--- src/rtl/snn_enc_pkg.sv ---
// Shared encoder types and width defaults, also used by the network tests.
package snn_enc_pkg;

    localparam int NUM_INPUTS_DEF  = 4;
    localparam int VALUE_WIDTH_DEF = 8;
    localparam int STEP_WIDTH_DEF  = 16;

    typedef enum logic [1:0] {
        IDLE = 2'd0,
        RUN  = 2'd1,
        DONE = 2'd2
    } enc_state_t;

    // Channel index width; a single channel still needs a 1-bit index port.
    function automatic int idx_width(input int n);
        return (n > 1) ? $clog2(n) : 1;
    endfunction

endpackage

--- src/rtl/spike_rate_encoder_if.sv ---
// Host-side control/status bundle of the spike rate encoder.
interface spike_rate_encoder_if #(
    parameter int NUM_INPUTS  = snn_enc_pkg::NUM_INPUTS_DEF,
    parameter int VALUE_WIDTH = snn_enc_pkg::VALUE_WIDTH_DEF,
    parameter int STEP_WIDTH  = snn_enc_pkg::STEP_WIDTH_DEF
);
    localparam int IDX_W = snn_enc_pkg::idx_width(NUM_INPUTS);

    logic                   load_valid;
    logic [IDX_W-1:0]       load_index;
    logic [VALUE_WIDTH-1:0] load_value;
    logic                   load_ready;
    logic                   start;
    logic [STEP_WIDTH-1:0]  num_steps;
    logic                   stop;
    logic                   busy;
    logic                   done;
    logic [STEP_WIDTH-1:0]  step_count;
    logic [NUM_INPUTS-1:0]  spike_out;

    modport master (
        output load_valid, load_index, load_value, start, num_steps, stop,
        input  load_ready, busy, done, step_count, spike_out
    );

    modport slave (
        input  load_valid, load_index, load_value, start, num_steps, stop,
        output load_ready, busy, done, step_count, spike_out
    );

endinterface

--- src/rtl/spike_rate_channel.sv ---
// One rate-coded channel: intensity register, phase accumulator and the
// registered carry that becomes the spike.
module spike_rate_channel #(
    parameter int VALUE_WIDTH = snn_enc_pkg::VALUE_WIDTH_DEF
) (
    input  logic                   clk,
    input  logic                   rst,
    input  logic                   load_en,
    input  logic [VALUE_WIDTH-1:0] load_value,
    input  logic                   clear,
    input  logic                   advance,
    output logic                   spike
);
    logic [VALUE_WIDTH-1:0] value;
    logic [VALUE_WIDTH-1:0] acc;
    logic [VALUE_WIDTH:0]   sum;

    // Carry out of the accumulator marks a spike.
    assign sum = {1'b0, acc} + {1'b0, value};

    // Value load, accumulator step and spike register; spike is forced low
    // whenever the channel is not advancing.
    always_ff @(posedge clk) begin
        if (rst) begin
            value <= '0;
            acc   <= '0;
            spike <= 1'b0;
        end else begin
            if (load_en)
                value <= load_value;
            if (clear)
                acc <= '0;
            else if (advance)
                acc <= sum[VALUE_WIDTH-1:0];
            spike <= advance & sum[VALUE_WIDTH];
        end
    end

endmodule

--- src/rtl/spike_rate_encoder.sv ---
// Rate-coded spike transmitter: FSM, timestep counter and load decode
// driving NUM_INPUTS phase-accumulator channels.
module spike_rate_encoder #(
    parameter int NUM_INPUTS  = snn_enc_pkg::NUM_INPUTS_DEF,
    parameter int VALUE_WIDTH = snn_enc_pkg::VALUE_WIDTH_DEF,
    parameter int STEP_WIDTH  = snn_enc_pkg::STEP_WIDTH_DEF
) (
    input  logic                 clk,
    input  logic                 rst,
    spike_rate_encoder_if.slave  bus
);
    import snn_enc_pkg::*;

    localparam int IDX_W = idx_width(NUM_INPUTS);

    enc_state_t            state;
    logic [STEP_WIDTH-1:0] step_q;
    logic [STEP_WIDTH-1:0] n_lat;
    logic                  done_q;
    logic                  busy_q;
    logic                  ready_q;
    logic                  load_acc;
    logic                  clear;
    logic                  advance;
    logic                  last_step;
    logic [NUM_INPUTS-1:0] spk;

    // Channel controls; stop wins over advancing so the aborting edge emits nothing.
    assign load_acc  = (state == IDLE) && bus.load_valid;
    assign clear     = (state == IDLE) && bus.start;
    assign last_step = (step_q == n_lat);
    assign advance   = (state == RUN) && !bus.stop && !last_step;

    // Out-of-range indices match no channel and are dropped.
    for (genvar i = 0; i < NUM_INPUTS; i++) begin : g_ch
        spike_rate_channel #(.VALUE_WIDTH(VALUE_WIDTH)) u_ch (
            .clk        (clk),
            .rst        (rst),
            .load_en    (load_acc && (bus.load_index == IDX_W'(i))),
            .load_value (bus.load_value),
            .clear      (clear),
            .advance    (advance),
            .spike      (spk[i])
        );
    end

    // Run-control FSM with registered status outputs.
    always_ff @(posedge clk) begin
        if (rst) begin
            state   <= IDLE;
            step_q  <= '0;
            n_lat   <= '0;
            done_q  <= 1'b0;
            busy_q  <= 1'b0;
            ready_q <= 1'b1;
        end else begin
            case (state)
                IDLE: begin
                    if (bus.start) begin
                        step_q  <= '0;
                        n_lat   <= bus.num_steps;
                        busy_q  <= 1'b1;
                        ready_q <= 1'b0;
                        if (bus.num_steps == '0) begin
                            state  <= DONE;
                            done_q <= 1'b1;
                        end else begin
                            state <= RUN;
                        end
                    end
                end
                RUN: begin
                    if (bus.stop) begin
                        state   <= IDLE;
                        busy_q  <= 1'b0;
                        ready_q <= 1'b1;
                    end else if (last_step) begin
                        state  <= DONE;
                        done_q <= 1'b1;
                    end else begin
                        step_q <= step_q + 1'b1;
                    end
                end
                DONE: begin
                    state   <= IDLE;
                    done_q  <= 1'b0;
                    busy_q  <= 1'b0;
                    ready_q <= 1'b1;
                end
                default: begin
                    state   <= IDLE;
                    done_q  <= 1'b0;
                    busy_q  <= 1'b0;
                    ready_q <= 1'b1;
                end
            endcase
        end
    end

    assign bus.load_ready = ready_q;
    assign bus.busy       = busy_q;
    assign bus.done       = done_q;
    assign bus.step_count = step_q;
    assign bus.spike_out  = spk;

endmodule

--- src/flat_wrapper.sv ---
// flat-port wrapper written by rule: the top's interface ports become plain ports
module spike_rate_encoder_flat import snn_enc_pkg::*;
#(
    parameter int NUM_INPUTS  = snn_enc_pkg::NUM_INPUTS_DEF,
    parameter int VALUE_WIDTH = snn_enc_pkg::VALUE_WIDTH_DEF,
    parameter int STEP_WIDTH  = snn_enc_pkg::STEP_WIDTH_DEF
)
  (clk, rst, bus_load_valid, bus_load_index, bus_load_value, bus_start, bus_num_steps, bus_stop, bus_load_ready, bus_busy, bus_done, bus_step_count, bus_spike_out);
  spike_rate_encoder_if #(.NUM_INPUTS(NUM_INPUTS), .VALUE_WIDTH(VALUE_WIDTH), .STEP_WIDTH(STEP_WIDTH)) bus_i ();
  input  logic clk;
  input  logic rst;
  input wire logic [$bits(bus_i.load_valid)-1:0] bus_load_valid;
  input wire logic [$bits(bus_i.load_index)-1:0] bus_load_index;
  input wire logic [$bits(bus_i.load_value)-1:0] bus_load_value;
  input wire logic [$bits(bus_i.start)-1:0] bus_start;
  input wire logic [$bits(bus_i.num_steps)-1:0] bus_num_steps;
  input wire logic [$bits(bus_i.stop)-1:0] bus_stop;
  output wire logic [$bits(bus_i.load_ready)-1:0] bus_load_ready;
  output wire logic [$bits(bus_i.busy)-1:0] bus_busy;
  output wire logic [$bits(bus_i.done)-1:0] bus_done;
  output wire logic [$bits(bus_i.step_count)-1:0] bus_step_count;
  output wire logic [$bits(bus_i.spike_out)-1:0] bus_spike_out;
  assign bus_i.load_valid = bus_load_valid;
  assign bus_i.load_index = bus_load_index;
  assign bus_i.load_value = bus_load_value;
  assign bus_i.start = bus_start;
  assign bus_i.num_steps = bus_num_steps;
  assign bus_i.stop = bus_stop;
  assign bus_load_ready = bus_i.load_ready;
  assign bus_busy = bus_i.busy;
  assign bus_done = bus_i.done;
  assign bus_step_count = bus_i.step_count;
  assign bus_spike_out = bus_i.spike_out;
  spike_rate_encoder #(.NUM_INPUTS(NUM_INPUTS), .VALUE_WIDTH(VALUE_WIDTH), .STEP_WIDTH(STEP_WIDTH)) u_core (.clk(clk), .rst(rst), .bus(bus_i));
endmodule
--- config.mk ---
export PLATFORM = sky130hd
export DESIGN_NAME = spike_rate_encoder_flat
export DESIGN_NICKNAME = d
export VERILOG_FILES = /design/src/rtl/snn_enc_pkg.sv /design/src/rtl/spike_rate_encoder_if.sv /design/src/rtl/spike_rate_channel.sv /design/src/rtl/spike_rate_encoder.sv /design/src/flat_wrapper.sv
export SDC_FILE = /design/constraint.sdc
export NUM_CORES = 1
export LEC_CHECK = 0
export CORE_MARGIN = 4
export CORE_UTILIZATION = 40
export CTS_BUF_LIST = sky130_fd_sc_hd__clkbuf_16
export CTS_CLUSTER_DIAMETER = 80
export CTS_CLUSTER_SIZE = 14
export DETAILED_ROUTE_END_ITERATION = 8
export GPL_TIMING_DRIVEN = 0
export PLACE_DENSITY_LB_ADDON = 0.15
export SYNTH_ARGS = -nofsm -noshare
export SYNTH_HDL_FRONTEND = slang
export SYNTH_SLANG_ARGS = --single-unit
--- constraint.sdc ---
create_clock -name clk -period 4.33 [get_ports clk]
set_clock_uncertainty 0.2 [all_clocks]
set_input_delay 0.866 -clock clk [delete_from_list [all_inputs] [get_ports clk]]
set_output_delay 0.866 -clock clk [all_outputs]
set_load 0.005 [all_outputs]
# Yosys cells after proc, flatten, opt, wreduce, memory -nomap -nowiden
# Index checks and enable logic that the tools add are counted.
[op_classes]
addsub = 5
mux = 20
eq_ne = 12
n_reduce_logical = 20
bitwise_logic = 4
[ops]
columns = ["op", "n"]
rows = [
  ["two-way mux 16 bit", 3],
  ["adder 8 x 8 -> 9 bit", 4],
  ["case mux 16 bit (2 select lines)", 1],
  ["adder 16 x 1 -> 16 bit, second input constant", 1],
  ["== test 16 bit", 1],
  ["zero test 16 bit", 1],
  ["inequality test 2 bit, second input constant", 5],
  ["logical AND 1 bit", 8],
  ["two-way mux 1 bit", 8],
  ["two-way mux 2 bit", 4],
  ["AND reduction 4 bit", 2],
  ["case mux 1 bit (2 select lines)", 3],
  ["AND reduction 2 bit", 3],
  ["AND 1 bit", 4],
  ["== test 2 x 1 -> 1 bit, second input constant", 2],
  ["== test 2 bit, second input constant", 2],
  ["zero test 2 bit", 2],
  ["case mux 2 bit (2 select lines)", 1],
  ["inequality test 3 x 2 -> 1 bit, second input constant", 1],
  ["zero test 1 bit", 2],
  ["inequality test 2 x 1 -> 1 bit, second input constant", 1],
  ["nonzero test 2 bit", 1],
  ["OR reduction 2 bit", 1],
]
[word_totals]
out_inout_bits = 23
word_cells = 79
in_bits = 31
regBits = 105

# Longest topological paths before layout
[depth]
ltp_word = 4
depth_mapped = 8
mapped_depth_nobuf = 8

# Cells and area by module
# From an unflattened synthesis, not the netlist that was laid out.
[hier_totals]
hier_cells = 640
hier_area_um2 = 5590.4
[modules_own_cells]
columns = ["module", "cells_per_inst", "seq_area_each_um2", "instances", "area_per_inst_um2"]
rows = [
  ["spike_rate_channel", 97, 340.3, 4, 894.6],
  ["spike_rate_encoder", 252, 740.7, 1, 2011.9],
]

# Least setup slack after synthesis
# Ideal clock, no wire load.
[synth_path]
path_kind = "input -> register"
from = "input port bus_stop"
to = "register u_core.g_ch[2].u_ch.acc[6]"
required_ps = 4060
stages = 5
slack_ps = 1985
n_path_buf = 0
setup_ps = 70
t_arrival_ps = 2075
path_cell_list = "nand2b_1 a21oi_2 nand2_2 or4b_1 a21oi_1"
[synth_via]
elab_chain_cells = 3
[synth_rtl]
columns = ["element", "line", "source"]
rows = [
  ["start, declared", "flat_wrapper.sv:17", "input wire logic [$bits(bus_i.stop)-1:0] bus_stop;"],
  ["zero test 1 bit", "spike_rate_encoder.sv:32", "assign advance = (state == RUN) && !bus.stop && !last_step;"],
  ["logical AND 1 bit (2 in series)", "spike_rate_encoder.sv:32", ""],
  ["end signal, assigned", "spike_rate_channel.sv:34", "acc <= sum[VALUE_WIDTH-1:0];"],
  ["end, declared", "spike_rate_channel.sv:15", "logic [VALUE_WIDTH-1:0] acc;"],
]
# No other way between the ends.
# A chain may end at the register's enable or synchronous reset.

# Worst setup path in the final report
[layout_path]
from = "input port bus_start"
to = "register u_core.g_ch[0].u_ch.acc[1]"
[layout_via]
elab_chain_cells = 2
[layout_rtl]
columns = ["element", "line", "source"]
rows = [
  ["start, declared", "flat_wrapper.sv:15", "input wire logic [$bits(bus_i.start)-1:0] bus_start;"],
  ["logical AND 1 bit", "spike_rate_encoder.sv:30", "assign clear = (state == IDLE) && bus.start;"],
  ["OR reduction 2 bit (no source line)", "n/a", ""],
  ["end signal, assigned", "spike_rate_channel.sv:34", ""],
  ["end, declared", "spike_rate_channel.sv:15", ""],
]
# No other way between the ends.

==> metrics.yaml <==
synthesis:
  synthCells: 645
  yosysTopAreaCell: "dfxtp_1"
  synth_cell_type_count: 65
  synth_edf_count: 0
  ys_seq_area_share_pct: 37.7
  synth_top_area_share_pct: 37.7
  synthesis.area_um2: 5580
  ys.warnings.count: 0
  synthTopCellsByCount: "dfxtp_1, a21oi_1, nand2_1, nor2_1"
  synth_area_leaders: "dfxtp_1, ha_1, mux2i_1, a21oi_1, xor2_1"
  yosys.cell_count.top_type: "dfxtp_1"
  synth_area_per_cell_um2: 8.64
  ys_dominant_reg_cell: "dfxtp_1"
  async_flop_share_pct: 0
  synth-seq-cells: 105
  syn_nets: 713
global_route:
  grt_util_met1_pct: 26.2
  grt_pass1_wl_mm: 25.4
  grt_use_total_pct: 20.0
  busiest_layer: "met2"
  met3_usage_pct: 3.90
  use_met2_pct: 32.9
  grt_overflow: 0
  antenna_found_initial: 0
  grt_start_max_net_pins: 17
  grt_pass1_vias: 4935
setup_path:
  path_cells: "clkdlybuf4s50_1 > nand2b_1 > a21oi_2 > nand2_2 > nor2_1 > a211oi_1"
  cp.required_ps: 4320
  crit_type: "input pin to flop"
  cp_num_buf_inv: 1
  critPathTopFamily: "simple AND/OR/NAND/NOR gates"
  max_stage_delay_ps: 930
  startpoint_type: "input pin"
  slowest_stage: "nor2_1"
  cp-end-kind: "flop"
  worstPathMaxFanout: 10
  crit_arrival_ps: 3350
placement:
  dpl-instance-area_um2: 6330
  gp_congestion: 0.830
  dpl.hpwl_mm: 11.3
  port_buffers: 53
  post-place-cells: 874
sta:
  fmax_mhz: 297
  setup_violations: 0
  max_slew_margin_pct: 22.9
  tightest_slew_ps: 1150
  tns_ps: 0
  hold_slack_ps: 266
  hold_violations: 0
  period_share_pct: 77.7
  drv_slew: 0
  period_minus_slack_ps: 3360
  rsz0062_at_grt: "false"
floorplanning:
  die_x_um: 126
  ios: 54
  fp.coreArea_um2: 13500
  die_h_um: 126
  design.die.area_um2: 15900
  initial_core_util_pct: 41.4
  rows: 42
cells_and_area:
  drive_gt1_share_pct: 6.30
  final_nets: 777
  area_delta_synth_final_pct: 19.9
  finalInstanceArea_um2: 6680
  layout.cells.non_filler: 890
  multi_input_area_um2: 3200
  seqCellArea_um2: 2100
  fillCellCount: 1327
  antenna_cells: 0
status:
  status: "finished, final reports clean"
route:
  wl_per_cell_um: 17.7
  route.final.wire_length_mm: 15.8
  drc_errors: 0
  first_iter_violations: 277
  dr_total_vias: 4997
  vias_per_cell: 5.61
  detail_route.first_pass.iterations: 5
  final_antenna_net_count: 0
power:
  power.internal_w: 0.00171
  p_leak_nw: 2.70
  ir_worst_vdd_mv: 0.249
  p_sw_share_pct: 25.0
  pwr-share-comb_pct: 12.1
  clockPowerShare_pct: 43.6
  p_per_area_nw_per_um2: 341
  p_switching_w: 0.000568
  p_seq_share_pct: 44.3
clock_tree:
  htree_levels: 3
  path_clk_slew_ps: 70
  root_buffer: "clkbuf_16"
  ctsHoldBuffers: 0
  cts_tree: "done"
  cts_sinks: 105
  clkLatencyLatePin_ps: 360
  post-cts-setup-buffers: 0
  post_cts_resized: 0
  cts_buffer_depth: 2
  cts_buffers: 9
run:
  maxCapViolCount: 0
min_path:
  hold_path.class: "flop to flop"
metal layers:
layer	wire, µm	vias up
li1	-	2444
met4	405	0
met1	7210	2361
met3	861	35
met2	7320	157
met5	0	-
path summary, 6_finish.rpt:
path                                        from                          to  slack (ps)  cells past startpoint
worst min-delay path            u_core.n_lat[13]            u_core.n_lat[13]         270                      2
worst min register to register  u_core.n_lat[13]            u_core.n_lat[13]         270                      2
worst max-delay path                   bus_start  u_core.g_ch[0].u_ch.acc[1]         970                      6
worst max register to register   u_core.state[0]  u_core.g_ch[0].u_ch.acc[1]        1520                      5
power groups by stage:
stage	clock [W]	sequential, W	combinational [W]
CTS	0.00101	0.00101	0.000276
detailed placement	0	0.00103	0.000275
global placement	0	0.00103	0.000271
floorplan	0	0.00103	0.000161
finish	0.000992	0.00101	0.000276
global route	0.00104	0.00101	0.000302
registers in the layout, summed over array words and instances (netlist names):
signal	cells
u_core.bus.busy	1
u_core.bus.done	1
u_core.bus.load_ready	1
u_core.bus.step_count	16
u_core.g_ch.u_ch.acc	32
u_core.g_ch.u_ch.spike	4
u_core.g_ch.u_ch.value	32
u_core.n_lat	16
u_core.state	2
per-stage QoR:
step | power [W] | setup slack (ps) | utilization (%)
4_1_cts | 0.00229 | 973 | 49.7
6_report | 0.00228 | 966 | 49.7
3_5_place_dp | 0.00131 | 620 | 47.0
2_1_floorplan | 0.00119 | 1980 | -
3_3_place_gp | 0.00130 | 664 | 47.0
5_1_grt | 0.00236 | 816 | 49.7
cell families after synthesis:
kind of cell	count (synthesis)	share of synthesized area, %
compound gates	172	19.8
flops	105	37.7
buf+inv	61	4.87
simple gates	209	18.4
fa+ha+maj	37	8.84
xor+xnor	29	4.56
mux	32	5.75
area by class of cell:
class                   instances  share of cell area [%]
plain buffers                  37                    2.71
clock buffers                   9                    3.37
clock inverters                 7                    1.98
inverters                      24                    1.35
multi-input cells             479                    47.9
flip-flops and latches        105                    31.4
well taps                     176                    3.29
repair buffers                 53                    7.94
tightest hold or removal path, stage by stage (launching register included):
cell and delay [ps]:
dfxtp_1 320, nand2_1 50, a21oi_1 50
layout by cell type (no fill, tap or decap), types with 3 or more instances in the layout:
master	Yosys	routed
dfxtp_1	105	105
a21oi_1	60	60
nand2_1	56	56
nor2_1	55	55
clkdlybuf4s50_1	0	53
o21ai_0	33	33
ha_1	33	33
mux2i_1	32	32
nand3_1	29	29
xor2_1	26	26
inv_1	24	24
clkbuf_1	18	18
nand2b_1	10	10
nand4_1	10	10
buf_2	9	9
clkbuf_16	0	9
o2111ai_1	8	8
nor4_1	7	7
nor2b_1	7	7
o21a_1	7	7
o211ai_1	7	7
nor3_1	7	7
or2_2	6	6
a211oi_1	5	5
a21boi_0	5	5
o31a_1	4	4
o21bai_1	4	4
a31oi_1	4	4
o22ai_1	4	4
and3_1	4	4
fa_1	4	4
buf_4	4	4
bufinv_16	0	4
and4_1	3	3
a21o_1	3	3
and2_1	3	3
xnor2_1	3	3
buf_1	3	3
a311oi_1	3	3
(Power assumes the default switching activity.)
